**config.mk**
```make
export PLATFORM = sky130hd
export DESIGN_NAME = midi_learn_frontend
export DESIGN_NICKNAME = d
export VERILOG_FILES = /design/src/rtl/midi_learn_frontend.sv
export SDC_FILE = /design/constraint.sdc
export NUM_CORES = 1
export LEC_CHECK = 0
export ABC_AREA = 0
export CORE_MARGIN = 2
export CORE_UTILIZATION = 60
export CTS_CLUSTER_SIZE = 14
export DETAILED_ROUTE_END_ITERATION = 8
export PLACE_DENSITY = 0.79
export REMOVE_ABC_BUFFERS = 1
export SLEW_MARGIN = 25
export SYNTH_ARGS = -nofsm -noshare
export SYNTH_HDL_FRONTEND = slang
export SYNTH_SLANG_ARGS = --single-unit
export TNS_END_PERCENT = 20
```
**constraint.sdc**
```tcl
create_clock -name clk -period 6.1 [get_ports clk]
set_input_delay 1.22 -clock clk [delete_from_list [all_inputs] [get_ports clk]]
set_output_delay 1.22 -clock clk [all_outputs]
set_load 0.01 [all_outputs]
```
**src/rtl/midi_learn_frontend.sv**
```systemverilog
// MIDI footswitch controller front end: input debouncing, learn-mode tracking and MIDI receive/parse.
// Optional MIDI_RUNNING_STATUS_EN: data bytes after a complete channel message reuse the last status.
module midi_learn_frontend #(
  parameter int unsigned DEBOUNCE_CNT = 21,
  parameter int unsigned BAUD_CNT     = 3200
) (
  input  logic       clk,
  input  logic       rst,
  input  logic       board_btn,
  input  logic       btn2_pin_1,
  input  logic       btn3_pin_1,
  input  logic       btn4_pin_1,
  input  logic       btn5_pin_1,
  input  logic       btn2_pin_2,
  input  logic       btn3_pin_2,
  input  logic       btn4_pin_2,
  input  logic       btn5_pin_2,
  input  logic       midi_rx,
  output logic       save_mode,
  output logic [2:0] btn_index,
  output logic       cmd_pending,
  output logic [7:0] status,
  output logic [7:0] data1,
  output logic [7:0] data2,
  output logic [1:0] bytes_cnt,
  output logic       rx_err
);

  localparam int unsigned NDEB = 5;
  localparam int unsigned BCW  = $clog2(BAUD_CNT);
  localparam logic [BCW-1:0] BIT_LAST  = BCW'(BAUD_CNT - 1);
  localparam logic [BCW-1:0] HALF_LAST = BCW'(BAUD_CNT / 2 - 1);
  // {board_btn, pin_2[3:0], pin_1[3:0]} at rest
  localparam logic [8:0] PIN_IDLE = 9'h10F;

  typedef enum logic [1:0] {RX_IDLE, RX_START, RX_DATA, RX_STOP} rx_state_t;

  logic [8:0] pin_s1, pin_s2;
  logic       rx_s1, rx_s2, rx_s3;
  logic [3:0] sw_raw;
  logic [NDEB-1:0] deb_lvl, deb_prev, deb_in_c, press_c;
  logic [DEBOUNCE_CNT-1:0] deb_cnt [NDEB];

  rx_state_t  rx_state, rx_state_n;
  logic [BCW-1:0] rx_cnt, rx_cnt_n;
  logic [2:0] rx_bit, rx_bit_n;
  logic [7:0] rx_shift, rx_shift_n;
  logic       byte_vld_c, frame_err_c;

  logic [7:0] ps_status, ps_d1;
  logic       ps_need2, ps_active, ps_got1;
  logic [3:0] sw_edge_c;
  logic [2:0] idx_c;
  logic       assign_ok_c;

  // Two-stage synchronizers for every asynchronous input
  always_ff @(posedge clk or negedge rst) begin
    if (!rst) begin
      pin_s1 <= PIN_IDLE;
      pin_s2 <= PIN_IDLE;
      rx_s1  <= 1'b1;
      rx_s2  <= 1'b1;
      rx_s3  <= 1'b1;
    end else begin
      pin_s1 <= {board_btn, btn5_pin_2, btn4_pin_2, btn3_pin_2, btn2_pin_2,
                 btn5_pin_1, btn4_pin_1, btn3_pin_1, btn2_pin_1};
      pin_s2 <= pin_s1;
      rx_s1  <= midi_rx;
      rx_s2  <= rx_s1;
      rx_s3  <= rx_s2;
    end
  end

  // Footswitch contact decode; contradictory contact pairs hold the last state
  always_ff @(posedge clk or negedge rst) begin
    if (!rst) begin
      sw_raw <= '0;
    end else begin
      for (int i = 0; i < 4; i++) begin
        if (!pin_s2[i] && pin_s2[i+4])      sw_raw[i] <= 1'b1;
        else if (pin_s2[i] && !pin_s2[i+4]) sw_raw[i] <= 1'b0;
      end
    end
  end

  assign deb_in_c = {sw_raw, ~pin_s2[8]};
  assign press_c  = deb_lvl & ~deb_prev;

  always_ff @(posedge clk or negedge rst) begin
    if (!rst) begin
      deb_lvl  <= '0;
      deb_prev <= '0;
      for (int i = 0; i < NDEB; i++) deb_cnt[i] <= '0;
    end else begin
      deb_prev <= deb_lvl;
      for (int i = 0; i < NDEB; i++) begin
        if (deb_in_c[i] == deb_lvl[i]) begin
          deb_cnt[i] <= '0;
        end else if (deb_cnt[i] == '1) begin
          deb_lvl[i] <= deb_in_c[i];
          deb_cnt[i] <= '0;
        end else begin
          deb_cnt[i] <= deb_cnt[i] + DEBOUNCE_CNT'(1);
        end
      end
    end
  end

  // UART receiver state register
  always_ff @(posedge clk or negedge rst) begin
    if (!rst) begin
      rx_state <= RX_IDLE;
      rx_cnt   <= '0;
      rx_bit   <= '0;
      rx_shift <= '0;
    end else begin
      rx_state <= rx_state_n;
      rx_cnt   <= rx_cnt_n;
      rx_bit   <= rx_bit_n;
      rx_shift <= rx_shift_n;
    end
  end

  always_comb begin
    rx_state_n  = rx_state;
    rx_cnt_n    = rx_cnt + BCW'(1);
    rx_bit_n    = rx_bit;
    rx_shift_n  = rx_shift;
    byte_vld_c  = 1'b0;
    frame_err_c = 1'b0;
    case (rx_state)
      RX_IDLE: begin
        rx_cnt_n = '0;
        if (rx_s3 && !rx_s2) rx_state_n = RX_START;
      end
      RX_START: begin
        if (rx_cnt == HALF_LAST) begin
          rx_cnt_n   = '0;
          rx_bit_n   = '0;
          rx_state_n = rx_s2 ? RX_IDLE : RX_DATA;
        end
      end
      RX_DATA: begin
        if (rx_cnt == BIT_LAST) begin
          rx_cnt_n   = '0;
          rx_shift_n = {rx_s2, rx_shift[7:1]};
          rx_bit_n   = rx_bit + 3'd1;
          if (rx_bit == 3'd7) rx_state_n = RX_STOP;
        end
      end
      RX_STOP: begin
        if (rx_cnt == BIT_LAST) begin
          rx_cnt_n    = '0;
          rx_state_n  = RX_IDLE;
          byte_vld_c  = rx_s2;
          frame_err_c = !rx_s2;
        end
      end
      default: rx_state_n = RX_IDLE;
    endcase
  end

  // Lowest-numbered footswitch wins on simultaneous press edges
  assign sw_edge_c = press_c[4:1];
  always_comb begin
    idx_c = '0;
    for (int i = 3; i >= 0; i--) begin
      if (sw_edge_c[i]) idx_c = 3'(i + 1);
    end
  end
  assign assign_ok_c = (|sw_edge_c) && (!save_mode || cmd_pending);

  // Learn mode, button reporting and MIDI message parser; completion overrides assignment
  always_ff @(posedge clk or negedge rst) begin
    if (!rst) begin
      save_mode   <= 1'b0;
      btn_index   <= '0;
      cmd_pending <= 1'b0;
      status      <= '0;
      data1       <= '0;
      data2       <= '0;
      bytes_cnt   <= '0;
      rx_err      <= 1'b0;
      ps_status   <= '0;
      ps_d1       <= '0;
      ps_need2    <= 1'b0;
      ps_active   <= 1'b0;
      ps_got1     <= 1'b0;
    end else begin
      btn_index <= assign_ok_c ? idx_c : 3'd0;
      rx_err    <= frame_err_c;
      if (press_c[0]) save_mode <= ~save_mode;
      if (assign_ok_c && save_mode) cmd_pending <= 1'b0;
      if (frame_err_c) begin
        ps_active <= 1'b0;
        ps_got1   <= 1'b0;
      end else if (byte_vld_c) begin
        if (rx_shift[7]) begin
          if (rx_shift[7:4] == 4'hF) begin
            if (!rx_shift[3]) begin
              ps_active <= 1'b0;
              ps_got1   <= 1'b0;
            end
          end else begin
            ps_status   <= rx_shift;
            ps_need2    <= (rx_shift[7:5] != 3'b110);
            ps_active   <= 1'b1;
            ps_got1     <= 1'b0;
            cmd_pending <= 1'b0;
          end
        end else if (ps_active) begin
          if (ps_need2 && !ps_got1) begin
            ps_d1   <= rx_shift;
            ps_got1 <= 1'b1;
          end else begin
            status      <= ps_status;
            data1       <= ps_need2 ? ps_d1 : rx_shift;
            data2       <= ps_need2 ? rx_shift : 8'h00;
            bytes_cnt   <= ps_need2 ? 2'd3 : 2'd2;
            cmd_pending <= 1'b1;
            ps_got1     <= 1'b0;
`ifdef MIDI_RUNNING_STATUS_EN
            ps_active   <= 1'b1;
`else
            ps_active   <= 1'b0;
`endif
          end
        end
      end
    end
  end

endmodule

```
==> results of run 1 <==
[layout make-up]
type                    count  area, um2
clock inverters            12      191.4
fillers                  1139       4805
inverters                  24      90.09
clock buffers              29      628.1
multi-input cells         614       3931
well taps                 216      270.3
flip-flops and latches    213       5346
repair buffers             44      450.4
[per-layer routing]
layer | wire length [um] | vias up | track usage, %
met3 | 510 | 28 | 2.911
met1 | 8039 | 3167 | 29.02
li1 | - | 3212 | -
met4 | 399 | 0 | 5.882
met2 | 7753 | 98 | 33.02
met5 | 0 | - | 0
[cells by family (layout without fill, tap and decap cells)]
| kind of cell | after synthesis | in the layout | share of synthesized area, % |
|---|---|---|---|
| DFF | 213 | 213 | 56.15 |
| muxes | 49 | 49 | 5.637 |
| AOI/OAI and AO/OA | 132 | 132 | 8.147 |
| xor gates and xnor gates | 73 | 73 | 6.715 |
| adders and majority gates | 12 | 12 | 1.577 |
| other | 1 | 2 | 0.03938 |
| and+or+nand+nor | 346 | 346 | 19.13 |
| buffers and inverters | 56 | 109 | 2.602 |
[Yosys cell counts, drive strengths merged]
cell,count,area [um2]
conb,1,3.750
clkbuf,17,63.81
or3,24,153.9
ha,12,150.1
or3b,1,8.760
mux2i,12,120.1
or4,21,162.7
or2,3,18.77
o221ai,1,8.760
nor3,14,70.07
a21oi,41,205.2
o22ai,5,31.28
a21boi,2,15.01
xor2,35,306.5
a31oi,1,6.260
nor4b,2,23.77
dfrtp,200,5005
nor3b,2,15.01
buf,15,93.83
o31ai,19,175.2
nand3,37,185.2
o22a,1,8.760
mux2,37,416.7
and3,13,81.33
nand2,61,229.0
nand3b,1,7.510
nor2,97,366.6
and2,8,50.05
dfstp,13,341.6
and4,11,97.59
a2bb2oi,1,8.760
o21ai,58,290.3
xnor2,38,332.8
and4b,1,10.01
nor2b,5,31.28
nor4,11,68.82
a41o,1,10.01
a221oi,1,8.760
nand2b,5,31.28
o21bai,1,7.510
inv,24,90.09
or4b,1,13.76
nand4,28,196.4
[registers in the layout, indices dropped and copies added (netlist names), 7 cells and up, named ones only]
name / count
ps_status: 8
data2: 7
rx_cnt: 12
ps_d1: 7
deb_cnt: 105
data1: 7
status: 8
rx_shift: 8
pin_s2: 9
pin_s1: 9
[power by group]
part / leakage (nW) / switching, W / internal (W)
registers: 2.88 / 0.0000390 / 0.00146
clock network: 0.403 / 0.000543 / 0.000940
logic: 1.28 / 0.0000962 / 0.0000544
[cell usage in the layout, fill, tap and decap left out, types with 24 or more instances in the layout]
master / count
sky130_fd_sc_hd__nand4_1: 26
sky130_fd_sc_hd__inv_1: 24
sky130_fd_sc_hd__a21oi_1: 41
sky130_fd_sc_hd__o21ai_0: 57
sky130_fd_sc_hd__nor2_1: 96
sky130_fd_sc_hd__clkdlybuf4s50_1: 40
sky130_fd_sc_hd__nand2_1: 61
sky130_fd_sc_hd__xor2_1: 35
sky130_fd_sc_hd__mux2_2: 37
sky130_fd_sc_hd__xnor2_1: 38
sky130_fd_sc_hd__nand3_1: 37
sky130_fd_sc_hd__dfrtp_1: 200
[worst max path at each step]
stage | end | slack (ps) | cells past startpoint | startpoint
2_1_floorplan | deb_cnt[65] | 3840 | 5 | deb_cnt[63]
3_3_place_gp | status[6] | 3610 | 4 | ps_need2
3_5_place_dp | status[2] | 3540 | 4 | ps_need2
4_1_cts | cmd_pending | 3400 | 1 | cmd_pending
5_1_grt | status[0] | 3220 | 4 | ps_need2
6_report | cmd_pending | 3420 | 1 | cmd_pending
[stage by stage]
stage               area (um2)  std cells
global route             10910       1152
detailed placement       10090       1111
CTS                      10910       1152
global placement         10090       1111
floorplan                 9368        851
finish                   10910       1152
==> tab_implementation.tex, run 1 <==
\begin{tabular}{lr}
\hline
Metric & Value \\
\hline
\multicolumn{2}{l}{\textbf{Outcome}} \\
Status & finished clean \\
\multicolumn{2}{l}{\textbf{Logic synthesis}} \\
Number of register bits inferred by synthesis & 213 \\
Synthesized area per cell & 10.80 um2 \\
Count of mapped cells out of synthesis & 882 \\
Post-synth cell types & 57 \\
Post-Synthesis Cell Area & approximately 0.0095 mm2 \\
Sequential area share after synthesis & around 56\% \\
Synth Warn \# & 0 \\
\multicolumn{2}{l}{\textbf{Timing}} \\
Final worst path period need & 2679 ps \\
Fmax achieved & 373.3 MHz \\
Final period util & a little over two fifths \\
Worst Max-Slew Pin Slew & around 940 ps \\
RSZ-0062 raised after global routing & no \\
Worst Setup Slack, final & $\sim$3400 ps \\
Final worst hold slack & 347.2 ps \\
Worst relative slew slack & 37.61\% \\
Sum of negative setup slack & 0 ps \\
Max Slew Vio Count & 0 \\
Final count of negative-setup-slack endpoints & 0 \\
Endpoints failing hold & 0 \\
Clk\_skew & 11.56 ps \\
\multicolumn{2}{l}{\textbf{GRT}} \\
Number of global-route vias before repair & roughly 6200 \\
Total Routing Usage GR & between 20\% and 30\% \\
Wire length of the first global-routing pass & 28570 um \\
Pin count of the biggest net entering global routing & about 120 \\
GRT overflow & 0 \\
Antenna violations before repair & 0 \\
\multicolumn{2}{l}{\textbf{Placed design}} \\
Worst slack after detailed placement & 3536 ps \\
Input/output buffers & 41 \\
Global placer's final weighted congestion & about 0.77 \\
DP HPWL & 10590 um \\
\multicolumn{2}{l}{\textbf{Clock network}} \\
\# resized after CTS & 0 \\
CTS Buffer Depth & 3 \\
TritonCTS Buffers & 23 \\
Clock tree from TritonCTS & built \\
CTS root buffer & sky130\_fd\_sc\_hd\_\_clkbuf\_16 \\
Cts hold-fix bufs & 0 \\
Clock insertion delay at the later pin of the skew report & 500 ps \\
Post CTS Setup Buffer Count & 0 \\
CTS H-tree depth & 1 \\
Total number of clock tree sinks & 213 \\
Clock slew at the register clock pins of the worst setup and hold paths & about 60 ps \\
\multicolumn{2}{l}{\textbf{Setup path}} \\
Data required time of the critical path & 4880 ps \\
Kind of cell with the highest combined delay on the critical path & buffers and inverters \\
Worst-path cell chain & clkdlybuf4s50\_1 \\
Worst setup path class & register to output port \\
Critical path peak fanout & 4 \\
Worst path slowest cell & sky130\_fd\_sc\_hd\_\_clkdlybuf4s50\_1 \\
Critical path capture point type & output port \\
Cell depth of the worst flop-to-flop path & 4 \\
Reg2Reg Capture Point & status[2] \\
Buffer and inverter count on the worst path & 1 \\
Critical path arrival & between 1000 and 1500 ps \\
Register-to-register setup slack & about 3500 ps \\
Startpoint type of the worst setup path & register \\
Critical path's largest stage delay & 560 ps \\
Worst reg2reg path startpoint & ps\_need2 \\
\multicolumn{2}{l}{\textbf{Drt}} \\
DRC violation count after routing & 0 \\
Number of DRC violations after detailed-routing iteration 0 & 386 \\
Via count & 6505 \\
WL/cell & 14.50 um \\
Ratio of routed vias to standard cells & 5.647 \\
Remaining antenna violation count after routing & 0 \\
Total detailed-routing wirelength & 16700 um \\
Drt pass-1 iters & 5 \\
\multicolumn{2}{l}{\textbf{Hold path}} \\
Startpoint of the worst hold path & pin\_s1[7] \\
Hold WC Path Type & register to register \\
Hold EP & pin\_s2[7] \\
Hold path cells & 0 \\
\multicolumn{2}{l}{\textbf{Die}} \\
Die extent in y & 130.0 um \\
I/O pins & 44 \\
Die extent in x & 130.0 um \\
Number of cell rows & 46 \\
CORE AREA & 0.01571 mm2 \\
Starting Density & 60.60\% \\
Die outline area & roughly 0.017 mm2 \\
\multicolumn{2}{l}{\textbf{Power}} \\
Peak supply drop & 0.0002461 V \\
Power density over the cells & 286.9 mW/mm2 \\
Leakage power & 4.570 nW \\
Power consumption & about 0.0031 W \\
\multicolumn{2}{l}{\textbf{Layout}} \\
Growth of design area from synthesis to finish & 14.56\% \\
\# nets final & around 940 \\
Fraction of layout instances using a drive strength above 1 & between 10\% and 20\% \\
Utilization of the core after routing & 69.42\% \\
Final antenna diode count & 0 \\
\multicolumn{2}{l}{\textbf{Job}} \\
Count of maximum capacitance violations & 0 \\
\hline
\end{tabular}
No activity file was read; power rests on OpenSTA's default activity.
==> run 2: changes to the inputs <==
CORE_UTILIZATION = 54   (was 60)
PLACE_DENSITY = 0.75   (was 0.79)
clock period = 2.2 ns   (was 6.1 ns; I/O delays follow)
==> run 2 against run 1 <==
  * Worst setup slack got worse by 3300 ps
  * Register-to-register slack worse by 3400 ps
  * Non-clock buffer count up 31
  * Sequential share of layout area is 0.65 points lower
  * Combinational power rose to 3.1 times the previous value
  * Clock skew up 0.81 ps
  * Global-route usage rose by 0.057 points
  * First-iteration DRC count rose by 16%
  * Worst hold slack got worse by 4.7 ps
  * Critical endpoint is now deb_cnt[60]
  * Largest cell class unchanged
  * Highest routed layer unchanged
==> tab_implementation.tex, run 2 (same netlist as run 1, synthesis figures left out) <==
\begin{tabular}{lr}
\hline
Metric & Value \\
\hline
\multicolumn{2}{l}{\textbf{GRT}} \\
Pin count of the biggest net entering global routing & 54 \\
Number of global-route vias before repair & roughly 6600 \\
Antenna violations before repair & 0 \\
GRT overflow & 0 \\
Wire length of the first global-routing pass & 31460 um \\
Total Routing Usage GR & 20.42\% \\
\multicolumn{2}{l}{\textbf{Clock network}} \\
Clock slew at the register clock pins of the worst setup and hold paths & around 60 ps \\
TritonCTS Buffers & 23 \\
Post CTS Setup Buffer Count & 0 \\
CTS Buffer Depth & 3 \\
Clock tree from TritonCTS & built \\
CTS root buffer & sky130\_fd\_sc\_hd\_\_clkbuf\_16 \\
Clock insertion delay at the later pin of the skew report & 500 ps \\
CTS H-tree depth & 1 \\
Total number of clock tree sinks & 213 \\
\multicolumn{2}{l}{\textbf{Layout}} \\
Commonest cells after routing, fill and taps aside & sky130\_fd\_sc\_hd\_\_dfrtp\_1 (200), sky130\_fd\_sc\_hd\_\_nor2\_1 (96), sky130\_fd\_sc\_hd\_\_nand2\_1 (61), sky130\_fd\_sc\_hd\_\_o21ai\_0 (57), sky130\_fd\_sc\_hd\_\_a21oi\_1 (41) \\
Cell area after layout & 0.01105 mm2 \\
Most common cell after layout, fill and taps aside & sky130\_fd\_sc\_hd\_\_dfrtp\_1 \\
Utilization of the core after routing & 63.91\% \\
Most flops, register & deb\_cnt \\
Final-layout fill cell count & $\sim$1400 \\
Max reg flops & between 100 and 150 \\
Final antenna diode count & 0 \\
Growth of design area from synthesis to finish & 16.10\% \\
Fraction of layout instances using a drive strength above 1 & $\sim$14\% \\
\# nets final & between 900 and 1000 \\
Biggest registers after layout & deb\_cnt x105, rx\_cnt x12 \\
Number of non-filler instances in the completed layout & 1191 \\
\multicolumn{2}{l}{\textbf{Drt}} \\
DRC violation count after routing & 0 \\
Number of DRC violations after detailed-routing iteration 0 & 447 \\
Remaining antenna violation count after routing & 0 \\
Ratio of routed vias to standard cells & 5.662 \\
Drt pass-1 iters & 6 \\
Via count & 6743 \\
Total detailed-routing wirelength & 18270 um \\
WL/cell & $\sim$15 um \\
\multicolumn{2}{l}{\textbf{Setup path}} \\
Worst setup path class & register to register \\
Startpoint type of the worst setup path & register \\
Worst path slowest cell & sky130\_fd\_sc\_hd\_\_or4b\_4 \\
Worst-path cell chain & ha\_1 > and2\_1 > or4b\_4 > or4\_1 > a21oi\_1 \\
Critical path arrival & 2520 ps \\
Cell depth of the worst flop-to-flop path & 5 \\
Critical path peak fanout & 11 \\
Worst reg2reg path startpoint & deb\_cnt[42] \\
Critical path capture point type & register \\
Total stage count of the critical path & 5 \\
Reg2Reg Capture Point & deb\_cnt[60] \\
Critical path's largest stage delay & 570 ps \\
Buffer and inverter count on the worst path & 0 \\
Data required time of the critical path & 2630 ps \\
Kind of cell with the highest combined delay on the critical path & simple AND/OR/NAND/NOR gates \\
Register-to-register setup slack & approximately 110 ps \\
\multicolumn{2}{l}{\textbf{Power}} \\
Peak supply drop & roughly 0.00067 V \\
Power density over the cells & 739.3 mW/mm2 \\
Leakage power & 4.659 nW \\
\multicolumn{2}{l}{\textbf{Timing}} \\
Final count of negative-setup-slack endpoints & 0 \\
Final period util & 95.00\% \\
Clk\_skew & approximately 12 ps \\
Endpoints failing hold & 0 \\
Fmax achieved & 478.5 MHz \\
Worst Max-Slew Pin Slew & 576.1 ps \\
RSZ-0062 raised after global routing & no \\
Final worst path period need & between 2000 and 2500 ps \\
Max Slew Vio Count & 0 \\
Worst relative slew slack & 61.24\% \\
\multicolumn{2}{l}{\textbf{Job}} \\
Count of maximum capacitance violations & 0 \\
\multicolumn{2}{l}{\textbf{Die}} \\
Starting Density & between 50\% and 60\% \\
I/O pins & 44 \\
Die extent in y & 136.8 um \\
Die outline area & 0.01871 mm2 \\
CORE AREA & roughly 0.017 mm2 \\
Die extent in x & 136.8 um \\
Number of cell rows & 48 \\
\multicolumn{2}{l}{\textbf{Outcome}} \\
Status & finished clean \\
\multicolumn{2}{l}{\textbf{Placed design}} \\
Global placer's final weighted congestion & 0.7602 \\
DP Cell Count & 1150 \\
DP HPWL & 11860 um \\
Input/output buffers & 41 \\
Area of placed instances & slightly above 0.01 mm2 \\
\multicolumn{2}{l}{\textbf{Hold path}} \\
Hold path cells & 1 \\
Hold EP & pin\_s1[3] \\
Hold WC Path Type & primary input to register \\
Startpoint of the worst hold path & btn5\_pin\_1 \\
\hline
\end{tabular}
run 2: worst max-delay path by stage:
stage / startpoint / end / slack [ps]
global placement: deb_cnt[42] / deb_lvl[2] / 140
finish: deb_cnt[42] / deb_cnt[60] / 110
global route: deb_cnt[42] / deb_cnt[60] / 6
CTS: deb_cnt[63] / deb_cnt[80] / 30
floorplan: deb_cnt[63] / deb_cnt[65] / -60
detailed placement: deb_cnt[42] / deb_lvl[2] / 60
run 2: final cells by class:
type	count	area (um2)	area share, %
Inverter	24	90.09	0.8149
Clock buffer	37	668.1	6.044
Multi-Input combinational cell	614	3940	35.64
Tap cell	225	281.5	2.547
Timing Repair Buffer	75	710.7	6.429
Clock inverter	3	17.52	0.1585
Sequential cell	213	5346	48.36
run 2: where the power goes:
group / leakage (nW) / internal, W / switching, W
logic: 1.44 / 0.000189 / 0.000279
clock network: 0.332 / 0.00206 / 0.00149
registers: 2.88 / 0.00404 / 0.000115
run 2: per-layer routing:
layer / track usage (%) / wire length [um] / vias up
li1: - / - / 3266
met1: 28.84 / 8519 / 3340
met2: 33.17 / 8737 / 102
met3: 3.370 / 622 / 35
met4: 5.155 / 386 / 0
met5: 0 / 0 / -
run 2: timing repair:
| item | 4_1_cts | 5_1_grt |
|---|---|---|
| setup endpoints to repair | 0 | 21 |
| hold buffers | 1 | 0 |
| hold endpoints to repair | 37 | 0 |
| resized for setup | 0 | 2 |
run 2: metrics by stage:
stage	TNS, ps	worst slack [ps]	hold WS, ps	total power [W]
6_report	0	109.9	342.5	0.008173
5_1_grt	0	5.797	330.1	0.008509
4_1_cts	0	34.03	327.4	0.008255
3_5_place_dp	0	58.36	336.3	0.004689
3_3_place_gp	0	144.3	331.5	0.004670
2_1_floorplan	-945.3	-61.45	144.4	0.004445
==> run 3: changes to the inputs <==
CORE_MARGIN = default   (was 2)
==> run 3 against run 2 <==
  * Via count shrank 1.1%
  * Final cell count shrank 0.34%
  * Clock power grew 21%
  * Count of clock-buffer cells in the layout shrank 8
  * Wire length shrank 5.2%
  * Fmax shrank 1.6%
  * Worst setup slack lost 34 ps
  * Critical path type unchanged
  * Largest power group is now clock
  * Highest routed layer unchanged
==> tab_implementation.tex, run 3 (same netlist as run 1, synthesis figures left out) <==
\begin{tabular}{lr}
\hline
Metric & Value \\
\hline
\multicolumn{2}{l}{\textbf{Outcome}} \\
Status & finished clean \\
\multicolumn{2}{l}{\textbf{Die}} \\
Die extent in y & 134.8 um \\
I/O pins & 44 \\
Starting Density & around 55\% \\
Number of cell rows & 48 \\
Die extent in x & 134.8 um \\
CORE AREA & $\sim$0.017 mm2 \\
Die outline area & 0.01817 mm2 \\
\multicolumn{2}{l}{\textbf{Timing}} \\
Worst Setup Slack, final & 75.90 ps \\
Endpoints failing hold & 0 \\
RSZ-0062 raised after global routing & no \\
Final worst hold slack & 339.1 ps \\
Final worst path period need & 2124 ps \\
Fmax achieved & 470.8 MHz \\
Final period util & a little over nine tenths \\
Final count of negative-setup-slack endpoints & 0 \\
Max Slew Vio Count & 0 \\
Clk\_skew & 5.660 ps \\
Sum of negative setup slack & 0 ps \\
\multicolumn{2}{l}{\textbf{GRT}} \\
GRT overflow & 0 \\
Antenna violations before repair & 0 \\
Total Routing Usage GR & between 15 and 20\% \\
Wire length of the first global-routing pass & between 20000 and 30000 um \\
Pin count of the biggest net entering global routing & 80 \\
Number of global-route vias before repair & approximately 6500 \\
\multicolumn{2}{l}{\textbf{Power}} \\
Leakage power & 4.748 nW \\
Power density over the cells & 793.4 mW/mm2 \\
Peak supply drop & around 0.00058 V \\
\multicolumn{2}{l}{\textbf{Setup path}} \\
Worst setup path class & register to register \\
Startpoint type of the worst setup path & register \\
Worst reg2reg path startpoint & deb\_cnt[42] \\
Register-to-register setup slack & roughly 76 ps \\
Data required time of the critical path & 2580 ps \\
Critical path arrival & between 2000 and 3000 ps \\
Critical path peak fanout & 11 \\
Reg2Reg Capture Point & deb\_lvl[2] \\
Critical path capture point type & register \\
Cell depth of the worst flop-to-flop path & 5 \\
\multicolumn{2}{l}{\textbf{Layout}} \\
Cell area after layout & between 0.01 and 0.015 mm2 \\
Sequential cell area & 0.005346 mm2 \\
Fraction of layout instances using a drive strength above 1 & about 14\% \\
Most common cell after layout, fill and taps aside & sky130\_fd\_sc\_hd\_\_dfrtp\_1 \\
Final antenna diode count & 0 \\
\# nets final & slightly below 1000 \\
Max reg flops & $\sim$110 \\
Commonest cells after routing, fill and taps aside & sky130\_fd\_sc\_hd\_\_dfrtp\_1 (200), sky130\_fd\_sc\_hd\_\_nor2\_1 (96), sky130\_fd\_sc\_hd\_\_nand2\_1 (61), sky130\_fd\_sc\_hd\_\_o21ai\_0 (57), sky130\_fd\_sc\_hd\_\_a21oi\_1 (41) \\
Growth of design area from synthesis to finish & 17.88\% \\
Biggest registers after layout & deb\_cnt x105, rx\_cnt x12 \\
Most flops, register & deb\_cnt \\
Area used by multi-input combinational logic & 0.003935 mm2 \\
Final-layout fill cell count & 1301 \\
\multicolumn{2}{l}{\textbf{Clock network}} \\
TritonCTS Buffers & 22 \\
Clock slew at the register clock pins of the worst setup and hold paths & 60 ps \\
CTS H-tree depth & 1 \\
Clock insertion delay at the later pin of the skew report & 500 ps \\
CTS Buffer Depth & 3 \\
Total number of clock tree sinks & 213 \\
Post CTS Setup Buffer Count & 0 \\
Clock tree from TritonCTS & built \\
CTS root buffer & sky130\_fd\_sc\_hd\_\_clkbuf\_16 \\
\multicolumn{2}{l}{\textbf{Placed design}} \\
DP HPWL & 11290 um \\
Area of placed instances & 0.01034 mm2 \\
Worst slack after detailed placement & roughly 88 ps \\
Global placer's final weighted congestion & 0.7920 \\
Input/output buffers & approximately 40 \\
\multicolumn{2}{l}{\textbf{Drt}} \\
Total detailed-routing wirelength & 17320 um \\
Ratio of routed vias to standard cells & 5.618 \\
Number of DRC violations after detailed-routing iteration 0 & 335 \\
WL/cell & 14.59 um \\
DRC violation count after routing & 0 \\
Via count & roughly 6700 \\
Remaining antenna violation count after routing & 0 \\
Drt pass-1 iters & 4 \\
\multicolumn{2}{l}{\textbf{Hold path}} \\
Hold WC Path Type & primary input to async pin \\
\multicolumn{2}{l}{\textbf{Job}} \\
Count of maximum capacitance violations & 0 \\
\hline
\end{tabular}
run 3: cell type report:
cell class	count	share of cell area, %
sequential	213	47.63
clock buffer	29	5.863
inverter	24	0.8026
tap	225	2.508
clock inverter	11	1.850
timing repair buffer	71	6.287
multi-input combinational	614	35.06
run 3: critical path: stages, from the launching register on:
cell                      delay, ps
sky130_fd_sc_hd__dfrtp_1        370
sky130_fd_sc_hd__ha_1           180
sky130_fd_sc_hd__and2_1         210
sky130_fd_sc_hd__or4b_4         570
sky130_fd_sc_hd__nor3_1         310
sky130_fd_sc_hd__mux2_2         380
run 3: report_power, final:
| group | leakage, nW | switching, W | total [W] | internal (W) |
|---|---|---|---|---|
| logic | 1.44 | 0.000265 | 0.000448 | 0.000183 |
| registers | 2.88 | 0.000115 | 0.00415 | 0.00404 |
| clock network | 0.427 | 0.00150 | 0.00430 | 0.00280 |
| total | 4.75 | 0.00188 | 0.00891 | 0.00702 |
run 3: how the worst max path moves through the flow:
| stage | start | endpoint | slack (ps) |
|---|---|---|---|
| after floorplan | deb_cnt[63] | deb_cnt[65] | -60 |
| final | deb_cnt[42] | deb_lvl[2] | 80 |
| after detailed placement | deb_cnt[42] | deb_lvl[2] | 90 |
| after CTS | deb_cnt[42] | deb_lvl[2] | 60 |
| after global routing | deb_cnt[42] | deb_lvl[2] | 20 |
| after global placement | deb_cnt[42] | deb_lvl[2] | 160 |
run 3: metrics by stage:
step | util (%) | instances | total power (W)
floorplan | - | 851 | 0.004445
global placement | 60.02 | 1146 | 0.004665
detailed placement | 60.02 | 1146 | 0.004680
CTS | 65.10 | 1187 | 0.009002
global route | 65.12 | 1187 | 0.009226
finish | 65.12 | 1187 | 0.008905
run 3: what timing repair did:
action | CTS | global route
setup endpoints to repair | 0 | 9
gates resized for setup | 0 | 1
hold endpoints to repair | 15 | 0
hold buffers | 1 | 0
run 3: per-layer routing:
metal  GRT usage, %  up-vias  share of wire (%)
li1               -     3241                  -
met3          2.928       24                3.1
met2          33.45       79                 50
met4          5.618        0                1.7
met1          26.72     3324                 45
met5              0        -                  0
